## config.mk

```make
export PLATFORM = sky130hd
export DESIGN_NAME = shift_sequencer
export DESIGN_NICKNAME = d
export VERILOG_FILES = /design/src/rtl/shift_sequencer.sv
export SDC_FILE = /design/constraint.sdc
export NUM_CORES = 1
export LEC_CHECK = 0
export CAP_MARGIN = 20
export CORE_ASPECT_RATIO = 1.5
export CORE_MARGIN = 3
export CORE_UTILIZATION = 49
export DETAILED_ROUTE_END_ITERATION = 8
export HOLD_SLACK_MARGIN = 0.02
export PLACE_DENSITY = 0.81
export SLEW_MARGIN = 20
export SYNTH_ARGS = -nofsm -noshare
export SYNTH_HDL_FRONTEND = slang
export SYNTH_SLANG_ARGS = --single-unit
```

## constraint.sdc

```tcl
create_clock -name clk -period 3.4 [get_ports clk]
set_input_delay 1.02 -clock clk [delete_from_list [all_inputs] [get_ports clk]]
set_output_delay 1.02 -clock clk [all_outputs]
set_load 0.03 [all_outputs]
```

## src/rtl/shift_sequencer.sv

```systemverilog
// shift_sequencer: shares one 4-bit shift step between two requesters.
// Requesters are arbitrated round-robin. The winning operand, mode and count
// are latched. The step is then applied once per clock for `cnt` cycles, and
// the result is returned with the owner's ID over a valid/ready handshake.
// Optional build macro: SHIFT_SEQ_ZERO_SKIP_EN. When it is defined, a zero
// count goes from IDLE straight to DONE, so the result appears one cycle after
// accept.
module shift_sequencer #(
  parameter int CNT_W = 3
) (
  input  logic             clk,
  input  logic             rst_n,
  input  logic             req0_valid,
  output logic             req0_ready,
  input  logic [3:0]       req0_a,
  input  logic [2:0]       req0_mode,
  input  logic [CNT_W-1:0] req0_cnt,
  input  logic             req1_valid,
  output logic             req1_ready,
  input  logic [3:0]       req1_a,
  input  logic [2:0]       req1_mode,
  input  logic [CNT_W-1:0] req1_cnt,
  output logic             out_valid,
  input  logic             out_ready,
  output logic [3:0]       out_r,
  output logic             out_id,
  output logic             busy
);

  typedef enum logic [1:0] {IDLE, SHIFT, DONE} state_t;

  state_t           state;
  logic             last_grant;
  logic             run;        // low for the first cycle after reset so no accept happens then
  logic [3:0]       data_reg;
  logic [2:0]       mode_reg;
  logic [CNT_W-1:0] cnt_reg;
  logic             id_reg;

  logic             grant;
  logic             acc0;
  logic             acc1;
  logic [3:0]       sel_a;
  logic [2:0]       sel_mode;
  logic [CNT_W-1:0] sel_cnt;

  // One step of the shared shifter datapath
  function automatic logic [3:0] shift_step(input logic [3:0] d, input logic [2:0] mode);
    logic [3:0] r;
    case (mode)
      3'b001:  r = {d[2:0], 1'b0};
      3'b010:  r = {1'b0, d[3:1]};
      3'b011:  r = {d[3], d[3:1]};
      3'b100:  r = {d[2:0], d[3]};
      3'b101:  r = {d[0], d[3:1]};
      3'b110:  r = 4'b0000;
      default: r = d;
    endcase
    return r;
  endfunction

  // Round-robin grant: a tie goes to the requester that did not win last time
  always_comb begin
    grant = 1'b0;
    if (req0_valid && req1_valid) grant = ~last_grant;
    else                          grant = req1_valid;
  end

  assign req0_ready = run && (state == IDLE) && !grant;
  assign req1_ready = run && (state == IDLE) && grant;
  assign acc0       = req0_valid && req0_ready;
  assign acc1       = req1_valid && req1_ready;
  assign sel_a      = acc1 ? req1_a    : req0_a;
  assign sel_mode   = acc1 ? req1_mode : req0_mode;
  assign sel_cnt    = acc1 ? req1_cnt  : req0_cnt;

  assign out_r = data_reg;
  assign out_id = id_reg;
  assign busy   = (state != IDLE);

  // Control FSM with the operand/count registers and the registered out_valid
  always_ff @(posedge clk) begin
    if (!rst_n) begin
      state      <= IDLE;
      last_grant <= 1'b1;
      run        <= 1'b0;
      data_reg   <= 4'b0000;
      mode_reg   <= 3'b000;
      cnt_reg    <= '0;
      id_reg     <= 1'b0;
      out_valid  <= 1'b0;
    end else begin
      run <= 1'b1;
      case (state)
        IDLE: begin
          if (acc0 || acc1) begin
            data_reg   <= sel_a;
            mode_reg   <= sel_mode;
            cnt_reg    <= sel_cnt;
            id_reg     <= acc1;
            last_grant <= acc1;
`ifdef SHIFT_SEQ_ZERO_SKIP_EN
            if (sel_cnt == '0) begin
              state     <= DONE;
              out_valid <= 1'b1;
            end else begin
              state <= SHIFT;
            end
`else
            state <= SHIFT;
`endif
          end
        end
        SHIFT: begin
          if (cnt_reg != '0) begin
            data_reg <= shift_step(data_reg, mode_reg);
            cnt_reg  <= cnt_reg - CNT_W'(1);
          end else begin
            state     <= DONE;
            out_valid <= 1'b1;
          end
        end
        DONE: begin
          if (out_ready) begin
            state     <= IDLE;
            out_valid <= 1'b0;
          end
        end
        default: begin
          state     <= IDLE;
          out_valid <= 1'b0;
        end
      endcase
    end
  end

endmodule

```

**Yosys cells after proc, flatten, opt, wreduce, memory -nomap -nowiden**

Index checks and enable logic that the tools add are counted.

- Input port bits: 25
- Logic and storage cells: 64
- Register bits: 16
- Latch bits: 0
- Output and inout port bits: 9
- Bits in writable memories: 0
- Bits in read-only memories: 0
- Memories: 0

- Div/mod/pow operators: 0
- Shifts and indexed selects: 0
- Equality and inequality tests: 15
- Multiplexer cells: 19
- Bitwise gates (word level): 2
- Add/sub/neg operators: 1
- Reduce and logical (&&, ||, !) cells: 18
- Multipliers: 0
- $lt $le $gt $ge: 0

Operators with widths:

| operator | count |
|---|---|
| 4-bit case mux with 6 select lines | 1 |
| 3-bit two-way mux | 4 |
| 4-bit two-way mux | 3 |
| 3-bit == test, second input constant | 3 |
| 3-bit AND reduction | 3 |
| 2-bit != test, second input constant | 4 |
| 4-bit case mux with 2 select lines | 1 |
| 7-bit != test, second input constant | 1 |
| 3-bit by 2-bit == test with 1-bit output, second input constant | 2 |
| 1-bit logical AND | 6 |
| 2-bit two-way mux | 3 |
| 6-bit != test, second input constant | 1 |
| 2-bit case mux with 3 select lines | 1 |
| 3-bit case mux with 2 select lines | 1 |
| 5-bit AND reduction | 1 |
| 1-bit two-way mux | 4 |
| 4-bit AND reduction | 1 |
| 2-bit nonzero test | 2 |
| 3-bit by 1-bit == test with 1-bit output, second input constant | 1 |
| 1-bit case mux with 3 select lines | 1 |
| 3-bit nonzero test | 1 |
| 3-bit by 1-bit subtractor with 3-bit output, second input constant | 1 |
| 2-bit by 1-bit == test with 1-bit output, second input constant | 1 |
| 2-bit == test, second input constant | 1 |
| other kinds (6) | 7 |

**Longest topological paths before layout**

- Depth after elaboration: 8
- Depth in mapped cells: 6
- Mapped depth without buffers: 6

**Least setup slack after synthesis**

Ideal clock, no wire load.

- Path kind: input -> output
- Start: input req1_valid
- End: output req1_ready
- Path buffers: 1
- Cell stages on the path: 4
- Data required time: 2.380 ns
- Data arrival time: 1.813 ns
- Path slack: 0.567 ns
- Cell sequence: a21boi_1 -> buf_2 -> nand2_1 -> inv_1

- Cells in the longest elaborated chain, start to end: 3

RTL lines:

| item | RTL line | text |
|---|---|---|
| start, declared | 18 | `input logic req1_valid,` |
| 1-bit logical AND | 65 | `if (req0_valid && req1_valid) grant = ~last_grant;` |
| 1-bit two-way mux * | 65 |  |
| 1-bit logical AND * | 70 | `assign req1_ready = run && (state == IDLE) && grant;` |
| end, declared | 19 | `output logic req1_ready,` |

Mark *: on every way between the ends. The rest lies on a longest branch, timed or not.

**Worst setup path in the final report**

Same ends and word-level chain as after synthesis.

==> flow_metrics.py <==
metrics = {
    "outcome": {
        "run_status": "complete, no violations",
    },
    "yosys": {
        "syn_nets": 161,
        "post_synthesis_share_of_cell_area_spent_on_full_adders_half_adders_and_majority_gates": 0.0233,
        "combinational_family_with_the_most_area_after_synthesis": "compound AO/OA/AOI/OAI gates",
        "largest_area_contributor_in_the_netlist": "sky130_fd_sc_hd__dfxtp_1",
        "yosys_warnings": 0,
        "synth_top_cells_by_area": "sky130_fd_sc_hd__dfxtp_1 (30%), sky130_fd_sc_hd__a21oi_1 (6.5%), sky130_fd_sc_hd__a21boi_1 (4.2%)",
        "synth-xor-area-share": 0.00815,
        "cell_area_after_technology_mapping_um2": 1070,
        "synth_compound_area_frac": 0.326,
        "ys_dominant_reg_cell": "sky130_fd_sc_hd__dfxtp_1",
        "asyncSetResetFlopFracSynth": 0,
        "postSynthRegisterBits": 16,
        "synth-edff-count": 0,
        "synth.avg_cell_area_um2": 8.02,
        "post_synth_num_cell_types": 43,
        "ys_seq_area_frac": 0.298,
        "synth.top_cells.by_count": "sky130_fd_sc_hd__dfxtp_1 (16), sky130_fd_sc_hd__a21oi_1 (14), sky130_fd_sc_hd__nand2_1 (12)",
        "synth_top_area_frac": 0.298,
        "post-synth-top-count-cell": "sky130_fd_sc_hd__dfxtp_1",
        "post_synth_mux_area_share": 0.00931,
        "netlist_instances": 134,
        "synth-simple-area-share": 0.278,
    },
    "sta": {
        "timing.max_slew.rel_slack": 0.524,
        "maxSlewViolCount": 0,
        "timing_worst_slew_pin_value_ps": 709,
        "setup-violations-final": 0,
        "setup_tns_ps": 0,
        "rsz0062_at_grt": "false",
        "finalCriticalPeriod_ps": 3300,
        "finalClockSkew_ps": 5.20,
        "final_min_period_over_clock_period": 0.969,
        "hold_viol_final": 0,
        "fmaxAchievable_mhz": 303,
    },
    "clocking": {
        "post_cts_gate_resize_count": 0,
        "ctsRootBufferMaster": "sky130_fd_sc_hd__clkbuf_4",
        "cts_made_buffers": 3,
        "htreeDepth": 1,
        "tritoncts": "done",
        "cts.clk_slew.worst_paths_ps": 100,
        "ctsHoldBuffers": 0,
        "cts_num_sinks": 16,
        "clockBufferDepth": 2,
        "cts_setup_buffers": 0,
        "clk_latency_ps": 290,
    },
    "die": {
        "floorplan.die.width_um": 44.2,
        "die_height_um": 63.4,
        "placementRows": 20,
        "start_util": 0.524,
        "pin_count": 34,
        "core_um2": 2050,
        "fp.dieArea_um2": 2800,
    },
    "min_path": {
        "worstHoldPathType": "reg2reg",
    },
    "global_routing": {
        "overflow": 0,
        "groute.usage.overall": 0.215,
        "grt.busiest_layer": "met2",
        "grt_max_degree": 21,
        "grt_util_met3": 0.0229,
        "groute.layer.met2.usage": 0.363,
        "grt_first_pass_wirelength_um": 4720,
        "grtUsageMet1": 0.253,
        "vias_in_the_first_global_route": 1078,
        "antenna_found_initial": 0,
    },
    "final_layout": {
        "design.final.nets": 192,
        "area.growth.synth_to_final_pct": 32.7,
        "largest_reg_flops": 4,
        "diodes": 0,
        "layout-drive-gt1-share": 0.129,
    },
    "place": {
        "dp_hpwl_um": 2150,
        "port_buffers": 33,
        "routabilityCongestion": 0.908,
    },
    "worst_setup_path": {
        "rr_worst_depth": 5,
        "crit_fanout": 6,
        "worst_r2r_endpoint": "mode_reg[1]$_SDFFE_PN0P_",
        "worst-setup-path-type": "in2out",
        "cp-start-kind": "input port",
        "required_ps": 2380,
        "r2r_setup_slack_ps": 1650,
        "timing.critical_path.arrival_ps": 2280,
        "cp-endpoint": "req1_ready",
        "critical-path-max-stage-delay_ps": 510,
        "crit_start": "req1_valid",
        "slowest_stage": "sky130_fd_sc_hd__clkdlybuf4s50_1",
        "critPathCaptureType": "output port",
        "crit_chain": "clkdlybuf4s50_1 > a21boi_1 > nand2_1 > inv_1 > buf_4",
        "crit-reg2reg-launch": "state[1]$_SDFFE_PN0P_",
    },
    "flow_run": {
        "maxCapViolations": 0,
    },
    "routing": {
        "drt_pre_antenna_iters": 4,
        "vias_per_cell": 5.97,
        "drtIter0Drc": 31,
        "route.final.wire_length_um": 2780,
        "postRouteAntennaNets": 0,
        "drc": 0,
        "wire_per_inst_um": 15.0,
        "vias": 1104,
    },
    "power": {
        "power_density_nw_per_um2": 396,
        "cellLeakagePower_nw": 0.548,
        "design_power_total_mw": 0.564,
        "vdd_ir_drop_max_mv": 0.235,
    },
}
-- routing by layer --
| metal | vias to the layer above | wire length [um] |
|---|---|---|
| met5 | - | 0 |
| met3 | 11 | 115 |
| met4 | 0 | 97 |
| li1 | 550 | - |
| met2 | 36 | 1410 |
| met1 | 507 | 1160 |
-- logic make-up (layout without fill, tap and decap cells) --
kind of cell               Yosys count  in the layout
AOI/OAI and AO/OA                   47             47
buffers and inverters               14             43
DFF                                 16             16
adders and majority gates            2              2
xor gates and xnor gates             1              1
and+or+nand+nor                     53             53
muxes                                1              1
-- worst min-delay path by stage --
stage                                       start                 endpoint  slack [ps]  depth (start not counted)
after floorplan           cnt_reg[1]$_SDFFE_PN0P_  cnt_reg[1]$_SDFFE_PN0P_         440                          2
after global placement        out_id$_SDFFE_PN0P_      out_id$_SDFFE_PN0P_         440                          2
after detailed placement      out_id$_SDFFE_PN0P_      out_id$_SDFFE_PN0P_         450                          2
after CTS                     out_id$_SDFFE_PN0P_      out_id$_SDFFE_PN0P_         470                          2
after global routing          out_id$_SDFFE_PN0P_      out_id$_SDFFE_PN0P_         500                          2
final                     cnt_reg[1]$_SDFFE_PN0P_  cnt_reg[1]$_SDFFE_PN0P_         460                          2
-- final cells by class --
type / count / area [um2]
repair buffers: 36 / 348
flip-flops and latches: 16 / 320
well taps: 22 / 27.5
fillers: 174 / 626
clock buffers: 3 / 22.5
multi-input cells: 104 / 693
inverters: 4 / 15.0
-- metrics by stage --
| stage | utilization | setup WS, ps | std cells | hold slack [ps] | instance area, um2 |
|---|---|---|---|---|---|
| 2_1_floorplan | - | 567 | 134 | 437 | 1070 |
| 3_3_place_gp | 0.684 | 187 | 182 | 440 | 1400 |
| 3_5_place_dp | 0.684 | 122 | 182 | 454 | 1400 |
| 4_1_cts | 0.695 | 117 | 185 | 468 | 1430 |
| 5_1_grt | 0.695 | 2.98 | 185 | 499 | 1430 |
| 6_report | 0.695 | 104 | 185 | 465 | 1430 |
-- worst max-delay path: cells and delay by family --
kind	cells	cell delay, ps
and+or+nand+nor	1	130
buffers and inverters	3	730
AOI/OAI and AO/OA	1	390
-- layout by cell type, fill, tap and decap left out, types with 4 or more instances in the layout --
| cell type | synthesis | final |
|---|---|---|
| sky130_fd_sc_hd__a31o_2 | 4 | 4 |
| sky130_fd_sc_hd__nor2_1 | 8 | 8 |
| sky130_fd_sc_hd__a21oi_1 | 14 | 14 |
| sky130_fd_sc_hd__dfxtp_1 | 16 | 16 |
| sky130_fd_sc_hd__and3_1 | 4 | 4 |
| sky130_fd_sc_hd__clkdlybuf4s50_1 | 0 | 31 |
| sky130_fd_sc_hd__buf_4 | 0 | 5 |
| sky130_fd_sc_hd__a21boi_1 | 6 | 6 |
| sky130_fd_sc_hd__inv_1 | 4 | 4 |
| sky130_fd_sc_hd__nand3_1 | 6 | 6 |
| sky130_fd_sc_hd__or3_1 | 4 | 4 |
| sky130_fd_sc_hd__nand2_1 | 12 | 12 |
-- power by group --
part           internal (mW)  leakage [nW]  total (mW)  switching [mW]
Clock                 0.0412        0.0138       0.106          0.0647
Sequential             0.208         0.132       0.233          0.0254
Combinational          0.110         0.402       0.225           0.115
Total                  0.359         0.548       0.564           0.205
(Power assumes the default switching activity.)
